### src/rtl/wb_dffram_port.sv
// -----------------------------------------------------------------------------
// wb_dffram_port
//
// Wishbone classic (B4, non-pipelined) slave in front of a single-port 32-bit
// DFFRAM macro. Each accepted bus transfer becomes one RAM strobe. The RAM
// returns registered read data for one cycle only and zeroes its output on
// every disabled cycle, so this block captures that word as soon as it appears.
// Accesses outside the address window are answered with an error and never
// reach the RAM.
//
// Parameters
//   A_WIDTH   RAM word-address width (RAM holds 2**A_WIDTH words)
//   BASE      byte base address of the window; bits [A_WIDTH+1:0] ignored
//
// Ports
//   CLK        sole clock, shared with the RAM
//   RST        synchronous active-high reset
//   wb_cyc_i   bus cycle valid
//   wb_stb_i   transfer strobe
//   wb_we_i    1 = write, 0 = read
//   wb_sel_i   byte lane enables (bit n -> bits [8n+7:8n])
//   wb_adr_i   byte address
//   wb_dat_i   write data
//   wb_dat_o   registered read data, held until the next read completes
//   wb_ack_o   registered one-cycle acknowledge
//   wb_err_o   registered one-cycle error for out-of-window accesses
//   ram_en     RAM EN0
//   ram_we     RAM WE0 (per byte lane)
//   ram_a      RAM A0, word address taken straight from wb_adr_i
//   ram_di     RAM Di0, straight from wb_dat_i
//   ram_do     RAM Do0, valid the cycle after an enabled edge, else 0
// -----------------------------------------------------------------------------
module wb_dffram_port #(
   parameter int unsigned A_WIDTH = 9,
   parameter logic [31:0] BASE    = 32'h0000_0000
) (
   input  logic               CLK,
   input  logic               RST,
   input  logic               wb_cyc_i,
   input  logic               wb_stb_i,
   input  logic               wb_we_i,
   input  logic [3:0]         wb_sel_i,
   input  logic [31:0]        wb_adr_i,
   input  logic [31:0]        wb_dat_i,
   output logic [31:0]        wb_dat_o,
   output logic               wb_ack_o,
   output logic               wb_err_o,
   output logic               ram_en,
   output logic [3:0]         ram_we,
   output logic [A_WIDTH-1:0] ram_a,
   output logic [31:0]        ram_di,
   input  logic [31:0]        ram_do
);

   typedef enum logic [1:0] {
      S_IDLE = 2'd0,
      S_RD   = 2'd1,
      S_RESP = 2'd2
   } state_t;

   state_t      r_state;
   state_t      w_state_nxt;
   logic        r_ack;
   logic        r_err;
   logic [31:0] r_dat;

   logic        w_req;
   logic        w_hit;
   logic        w_en;
   logic        w_ack_nxt;
   logic        w_err_nxt;
   logic        w_unused;

   assign w_req = wb_cyc_i & wb_stb_i;
   assign w_hit = (wb_adr_i[31:A_WIDTH+2] == BASE[31:A_WIDTH+2]);

   // Byte offset bits carry no meaning: every access is a full aligned word.
   assign w_unused = &{1'b0, wb_adr_i[1:0]};

   // Next-state and RAM strobe decode. The strobe is only ever raised in IDLE,
   // so the RAM sees exactly one enabled edge per accepted in-window request.
   always_comb begin
      w_state_nxt = r_state;
      w_ack_nxt   = 1'b0;
      w_err_nxt   = 1'b0;
      w_en        = 1'b0;
      case (r_state)
         S_IDLE: begin
            if (w_req) begin
               if (w_hit) begin
                  // Gate with RST so a write coinciding with reset never lands.
                  w_en = ~RST;
                  if (wb_we_i) begin
                     w_state_nxt = S_RESP;
                     w_ack_nxt   = 1'b1;
                  end else begin
                     w_state_nxt = S_RD;
                  end
               end else begin
                  w_state_nxt = S_RESP;
                  w_err_nxt   = 1'b1;
               end
            end
         end
         S_RD: begin
            // Dropping CYC here abandons the transfer without an ack.
            if (wb_cyc_i) begin
               w_state_nxt = S_RESP;
               w_ack_nxt   = 1'b1;
            end else begin
               w_state_nxt = S_IDLE;
            end
         end
         S_RESP: begin
            w_state_nxt = S_IDLE;
         end
         default: begin
            w_state_nxt = S_IDLE;
         end
      endcase
   end

   always_ff @(posedge CLK) begin
      if (RST) begin
         r_state <= S_IDLE;
         r_ack   <= 1'b0;
         r_err   <= 1'b0;
         r_dat   <= 32'h0;
      end else begin
         r_state <= w_state_nxt;
         r_ack   <= w_ack_nxt;
         r_err   <= w_err_nxt;
         // RAM output is only valid during RD; capture it before it clears,
         // even if the master has aborted the cycle.
         if (r_state == S_RD) begin
            r_dat <= ram_do;
         end
      end
   end

   assign wb_dat_o = r_dat;
   assign wb_ack_o = r_ack;
   assign wb_err_o = r_err;

   assign ram_en = w_en;
   assign ram_we = (w_en && wb_we_i) ? wb_sel_i : 4'b0000;
   assign ram_a  = wb_adr_i[A_WIDTH+1:2];
   assign ram_di = wb_dat_i;

endmodule

### config.mk
export PLATFORM = sky130hd
export DESIGN_NAME = wb_dffram_port
export DESIGN_NICKNAME = d
export VERILOG_FILES = /design/src/rtl/wb_dffram_port.sv
export SDC_FILE = /design/constraint.sdc
export NUM_CORES = 1
export LEC_CHECK = 0
export BUFFER_PORTS_ARGS = -buffer_cell sky130_fd_sc_hd__clkbuf_2
export CAP_MARGIN = 40
export CORE_ASPECT_RATIO = 0.7
export CORE_MARGIN = 5
export CORE_UTILIZATION = 34
export CTS_CLUSTER_SIZE = 20
export DETAILED_ROUTE_END_ITERATION = 8
export HOLD_SLACK_MARGIN = 0.15
export PLACE_DENSITY = 0.8
export RECOVER_POWER = 100
export SETUP_SLACK_MARGIN = 0.1
export SLEW_MARGIN = 40
export SYNTH_ARGS = -nofsm -noshare
export SYNTH_HDL_FRONTEND = slang
export SYNTH_SLANG_ARGS = --single-unit
### constraint.sdc
create_clock -name CLK -period 1.9 [get_ports CLK]
set_clock_uncertainty 0.15 [all_clocks]
set_input_delay 0.38 -clock CLK [delete_from_list [all_inputs] [get_ports CLK]]
set_output_delay 0.38 -clock CLK [all_outputs]
set_load 0.1 [all_outputs]
==> flow_summary.yaml, run 1 <==
power:
  p_per_area_nw_per_um2: 669.1
  switching_share: 0.1987
  switchingPower_uw: 319.8
  power_frac_comb: 0.085
  p_int_mw: 1.289
  vdd_drop_max_uv: 385.6
  p_seq_frac: 0.471
  p_clk_frac: 0.444
  p_leak_nw: 1.078
logic_synthesis:
  syn_area_per_cell_um2: 7.959
  ys_ff_latch: 36
  yosysSeqAreaShare: 0.4192
  synth_area_um2: 1719
  synthCells: 216
  yosysTopAreaCell: "dfxtp_1"
  synth_warnings: 0
  synth.area.top_cells: "dfxtp_1, buf_4, nand2_1, a21oi_1, nor4_4"
  ys_top_cells_by_count: "nand2_1, buf_4, dfxtp_1"
  synthArstFlopShare: 0
  syn_nets: 321
  synth_top_area_share: 0.4192
  ys.flop_type: "dfxtp_1"
  synth_edf_count: 0
  yosysMostFrequentCell: "nand2_1"
  synth_cell_type_count: 25
run:
  cap_violations: 0
min_path:
  hp-class: "input pin to register"
cts:
  clkLatencyLatePin_ns: 0.27
  clk_pin_slew_ns: 0.07
  clock-root-buffer: "clkbuf_8"
  cts_tree: "built"
  cts_hold_buf: 0
  cts.sink_count: 36
  cts_buffers: 5
  cts_max_level: 2
  clock_path_buffers: 2
grt:
  grt_max_degree: 34
  antenna_found_initial: 0
  grt_usage: 0.1425
  grt_pass1_vias: 1655
  overflow: 0
  grt_pass1_wl_mm: 7.500
worst_setup_path:
  reg2reg_depth: 5
  cp-start-kind: "input pin"
  required_ns: 1.37
  crit_start: "wb_adr_i[30]"
  r2r_start: "r_state[0]"
  cp_max_fo: 5
  arrival_ns: 1.62
  rr_endpoint: "wb_dat_o[0]"
  crit_type: "input pin to output pin"
  r2r_setup_slack_ns: 0.37
  endpoint: "ram_we[3]"
  cp-end-kind: "output pin"
floorplan:
  initial_core_util: 0.3556
  boundaryPins: 185
  die_h_um: 69.50
  dieArea_um2: 6601
  die_w_um: 94.99
  rows: 21
  coreArea_um2: 4835
outcome:
  violations: "setup timing"
  status: "finished with violations"
finish:
  areaGrowthSynthToFinish_pct: 39.88
  fin_util: 0.4974
  drive_gt1_frac: 0.4826
  finalNetCount: 392
  diodes: 0
sta:
  finalHoldViolCount: 0
  rsz0062_at_grt: "true"
  setup_viol: 5
  tightest_slew_ns: 0.6358
  slew-limit-headroom: 0.5762
  min_period_ns: 2.149
  period_share: 1.131
  setup_ws_ns: -0.2493
  tns_ns: -1.162
  slew_viol_final: 0
  holdWs_ns: 0.1677
  max_freq_mhz: 465.3
routing:
  wl_per_cell_um: 12.74
  antenna_left: 0
  via_count: 1634
  drt_iter0_markers: 53
  via_per_inst: 4.577
  routed_wirelength_mm: 4.548
  post-route-drc-count: 0
  dr.pass1.iters: 4
place:
  io_buffers: 100
  gp_congestion: 0.7771
  hpwl_mm: 3.651
[how the worst min path moves through the flow]
stage	slack (ns)	depth (start not counted)	start	to
CTS	0.16	3	ram_do[20]	wb_dat_o[20]
floorplan	0.31	1	wb_we_i	r_state[0]
detailed placement	0.30	2	wb_dat_o[10]	wb_dat_o[10]
global placement	0.29	2	wb_dat_o[9]	wb_dat_o[9]
finish	0.17	3	ram_do[4]	wb_dat_o[4]
global route	0.16	3	ram_do[4]	wb_dat_o[4]
[cells by family (layout without fill, tap and decap cells)]
kind of cell	Yosys count	after routing	synth area share
flip-flops	36	36	0.4192
AND/OR/NAND/NOR	89	89	0.2569
AO/OA/AOI/OAI	35	35	0.1084
buffers and inverters	56	128	0.2154
[placed cells by master (no fill, tap or decap), types with 2 or more instances in the layout]
cell	n
buf_4	13
dfxtp_1	35
buf_12	5
nand2_1	65
inv_1	4
nor4_4	8
clkbuf_8	7
nor2_1	2
a21oi_1	32
clkbuf_2	95
[worst max-delay path, cell delays in order]
cell and delay (ns):
buf_8 0.10, nor4_4 0.34, nand4_4 0.24, nor4_4 0.34, buf_12 0.22
[final cells by class]
cell class	instances	area, µm²
Multi-Input combinational cell	124	752.0
Clock inverter	1	30.03
Fill cell	503	2430
Timing Repair Buffer	116	703.2
Clock buffer	7	96.34
Tap cell	69	86.33
Inverter	4	15.01
Sequential cell	36	721.9
[power groups by stage]
stage | Clock [mW] | Combinational [mW] | Sequential, mW
after global routing | 0.779 | 0.149 | 0.757
after floorplan | 0 | 0.440 | 0.780
after detailed placement | 0 | 0.132 | 0.775
after CTS | 0.739 | 0.135 | 0.757
after global placement | 0 | 0.128 | 0.774
final | 0.714 | 0.137 | 0.758
[layer usage]
layer | GRT usage | wire, µm | vias to the layer above
met5 | 0 | 0 | -
met4 | 0.03200 | 47 | 0
li1 | - | - | 804
met3 | 0.09219 | 593 | 6
met1 | 0.1603 | 1793 | 724
met2 | 0.2250 | 2113 | 100
[registers in the layout, indices dropped and copies added, names as in the netlist]
| register | flops |
|---|---|
| wb_ack_o | 1 |
| wb_dat_o | 32 |
| r_state | 2 |
| wb_err_o | 1 |
[timing repair]
action / in CTS / in global routing
setup buffers: 1 / 0
endpoints found under the setup margin: 5 / 5
pin swaps: 3 / 0
endpoints found under the hold margin: 0 / 0
gates resized for setup: 3 / 4
[per-stage QoR]
step | instance area (µm²) | std cells | setup WS, ns | power [mW]
2_1_floorplan | 1822 | 216 | -0.7284 | 1.221
3_3_place_gp | 2243 | 348 | -0.2540 | 0.9019
3_5_place_dp | 2243 | 348 | -0.2985 | 0.9065
4_1_cts | 2395 | 357 | -0.2822 | 1.631
5_1_grt | 2405 | 357 | -0.3021 | 1.686
6_report | 2405 | 357 | -0.2493 | 1.609
No activity file was read; power rests on OpenSTA's default activity.
==> inputs of run 2 (changes only) <==
--- a/config.mk
+++ b/config.mk
@@ -9,11 +9,11 @@
 export CAP_MARGIN = 40
 export CORE_ASPECT_RATIO = 0.7
 export CORE_MARGIN = 5
-export CORE_UTILIZATION = 34
-export CTS_CLUSTER_SIZE = 20
+export CORE_UTILIZATION = 35
+export CTS_CLUSTER_SIZE = 30
 export DETAILED_ROUTE_END_ITERATION = 8
 export HOLD_SLACK_MARGIN = 0.15
-export PLACE_DENSITY = 0.8
+export PLACE_DENSITY = 0.82
 export RECOVER_POWER = 100
 export SETUP_SLACK_MARGIN = 0.1
 export SLEW_MARGIN = 40
==> constraint.sdc (replaced) <==
create_clock -name CLK -period 2.4 [get_ports CLK]
set_clock_uncertainty 0.15 [all_clocks]
set_input_delay 0.48 -clock CLK [delete_from_list [all_inputs] [get_ports CLK]]
set_output_delay 0.48 -clock CLK [all_outputs]
set_load 0.1 [all_outputs]
==> flow_summary.yaml, run 2 (synthesis results as in run 1) <==
grt:
  grt_usage: 0.1320
  antenna_found_initial: 0
  overflow: 0
  grt_pass1_vias: 1462
  grt_pass1_wl_mm: 6.651
  grt_max_degree: 34
sta:
  slew-limit-headroom: 0.2100
  holdWs_ns: 0.2695
  min_period_ns: 2.314
  period_share: 0.9640
  setup_viol: 0
  max_freq_mhz: 432.2
  finalHoldViolCount: 0
  setup_ws_ns: 0.08641
  rsz0062_at_grt: "true"
  tightest_slew_ns: 1.190
  slew_viol_final: 0
power:
  power_frac_comb: 0.076
  switchingPower_uw: 254.8
  switching_share: 0.2010
  p_per_area_nw_per_um2: 559.6
  p_leak_nw: 0.9197
  p_clk_frac: 0.451
  vdd_drop_max_uv: 240.5
  p_int_mw: 1.013
  p_seq_frac: 0.473
floorplan:
  initial_core_util: 0.3615
  boundaryPins: 185
  coreArea_um2: 4756
  die_h_um: 68.64
  dieArea_um2: 6436
  die_w_um: 93.77
  rows: 21
finish:
  drive_gt1_frac: 0.3452
  finalNetCount: 385
  diodes: 0
  nFillCells: 483
  stdcell_count: 350
  final_cell_mix: "nand2_1, clkbuf_2, dfxtp_1"
  final_common_cell: "nand2_1"
  largest_register_ff_count: 32
  areaGrowthSynthToFinish_pct: 31.73
worst_setup_path:
  path_cells: "clkbuf_2 > nor4_4 > nand4_4 > buf_6 > nor3_4 > buf_6"
  required_ns: 1.77
  cp_max_fo: 5
  arrival_ns: 1.68
  worst_path_max_delay_cell: "nor4_4"
  crit_type: "input pin to output pin"
  cp-end-kind: "output pin"
  cpPeakStageDelay_ns: 0.32
  crit_top_cell: "buf_6"
  cp-start-kind: "input pin"
routing:
  wl_per_cell_um: 12.31
  via_per_inst: 4.486
  post-route-drc-count: 0
  dr.pass1.iters: 4
  antenna_left: 0
  drt_iter0_markers: 32
  routed_wirelength_mm: 4.310
  via_count: 1570
place:
  gp_congestion: 0.6510
  place_inst: 341
  hpwl_mm: 3.362
  place_ws_ns: -0.01859
  io_buffers: 100
cts:
  cts_buffers: 5
  cts_tree: "built"
  clock_path_buffers: 2
  clk_pin_slew_ns: 0.07
  cts_max_level: 2
  cts.sink_count: 36
  clock-root-buffer: "clkbuf_8"
  clkLatencyLatePin_ns: 0.27
outcome:
  status: "finished clean"
min_path:
  hp-class: "input pin to register"
run:
  cap_violations: 0
## run 2: cell count changes in the layout (fill, tap and decap cells not counted), sizes merged
cell,previous run,this run
clkbuf,103,105
buf,20,11
## run 2: layout make-up
type	instances	area (µm²)	area share
clock buffers	7	96.34	0.04254
clock inverters	1	30.03	0.01326
inverters	4	15.01	0.006630
multi-input cells	124	735.7	0.3249
flip-flops and latches	36	720.7	0.3182
well taps	69	86.33	0.03812
repair buffers	109	580.6	0.2564
## run 2: metrics by stage
| step | setup TNS [ns] | power, mW | utilization | cell area, µm² |
|---|---|---|---|---|
| 2_1_floorplan | -1.623 | 0.9664 | - | 1822 |
| 4_1_cts | 0 | 1.294 | 0.4933 | 2346 |
| 6_report | 0 | 1.267 | 0.4762 | 2265 |
| 3_5_place_dp | -0.01859 | 0.7098 | 0.4633 | 2203 |
| 3_3_place_gp | -0.004663 | 0.7072 | 0.4633 | 2203 |
| 5_1_grt | 0 | 1.336 | 0.4762 | 2265 |
## run 2: worst max-delay path, delay by kind of cell
family,cells,cell delay (ns)
buffers and inverters,3,0.54
AND/OR/NAND/NOR,3,0.66
## run 2: layer usage
metal / up-vias / part of all wire / GRT usage
met5: - / 0 / 0
met4: 0 / 0.0014 / 0.03063
met3: 4 / 0.12 / 0.06941
met2: 87 / 0.44 / 0.2104
met1: 689 / 0.45 / 0.1590
li1: 790 / - / -
## run 2: power groups by stage
stage | logic (mW) | clock network (mW) | registers, mW
floorplan | 0.349 | 0 | 0.618
global placement | 0.0943 | 0 | 0.613
detailed placement | 0.0967 | 0 | 0.613
CTS | 0.0978 | 0.597 | 0.599
global route | 0.105 | 0.632 | 0.599
finish | 0.0962 | 0.572 | 0.599
## run 2: path summary, 6_finish.rpt
| kind | startpoint | to | slack, ns | cells after the start |
|---|---|---|---|---|
| max | wb_adr_i[17] | ram_en | 0.09 | 6 |
| max reg2reg | r_state[0] | wb_dat_o[27] | 0.42 | 4 |
| min reg2reg | wb_dat_o[6] | wb_dat_o[6] | 0.30 | 2 |
| min | ram_do[16] | wb_dat_o[16] | 0.27 | 3 |
## run 2: timing repair
action                     CTS  global route
hold buffers                 0             0
gates resized for setup      2             0
buffers inserted             1             0
pin swaps                    2             0
setup endpoints to repair    4             5
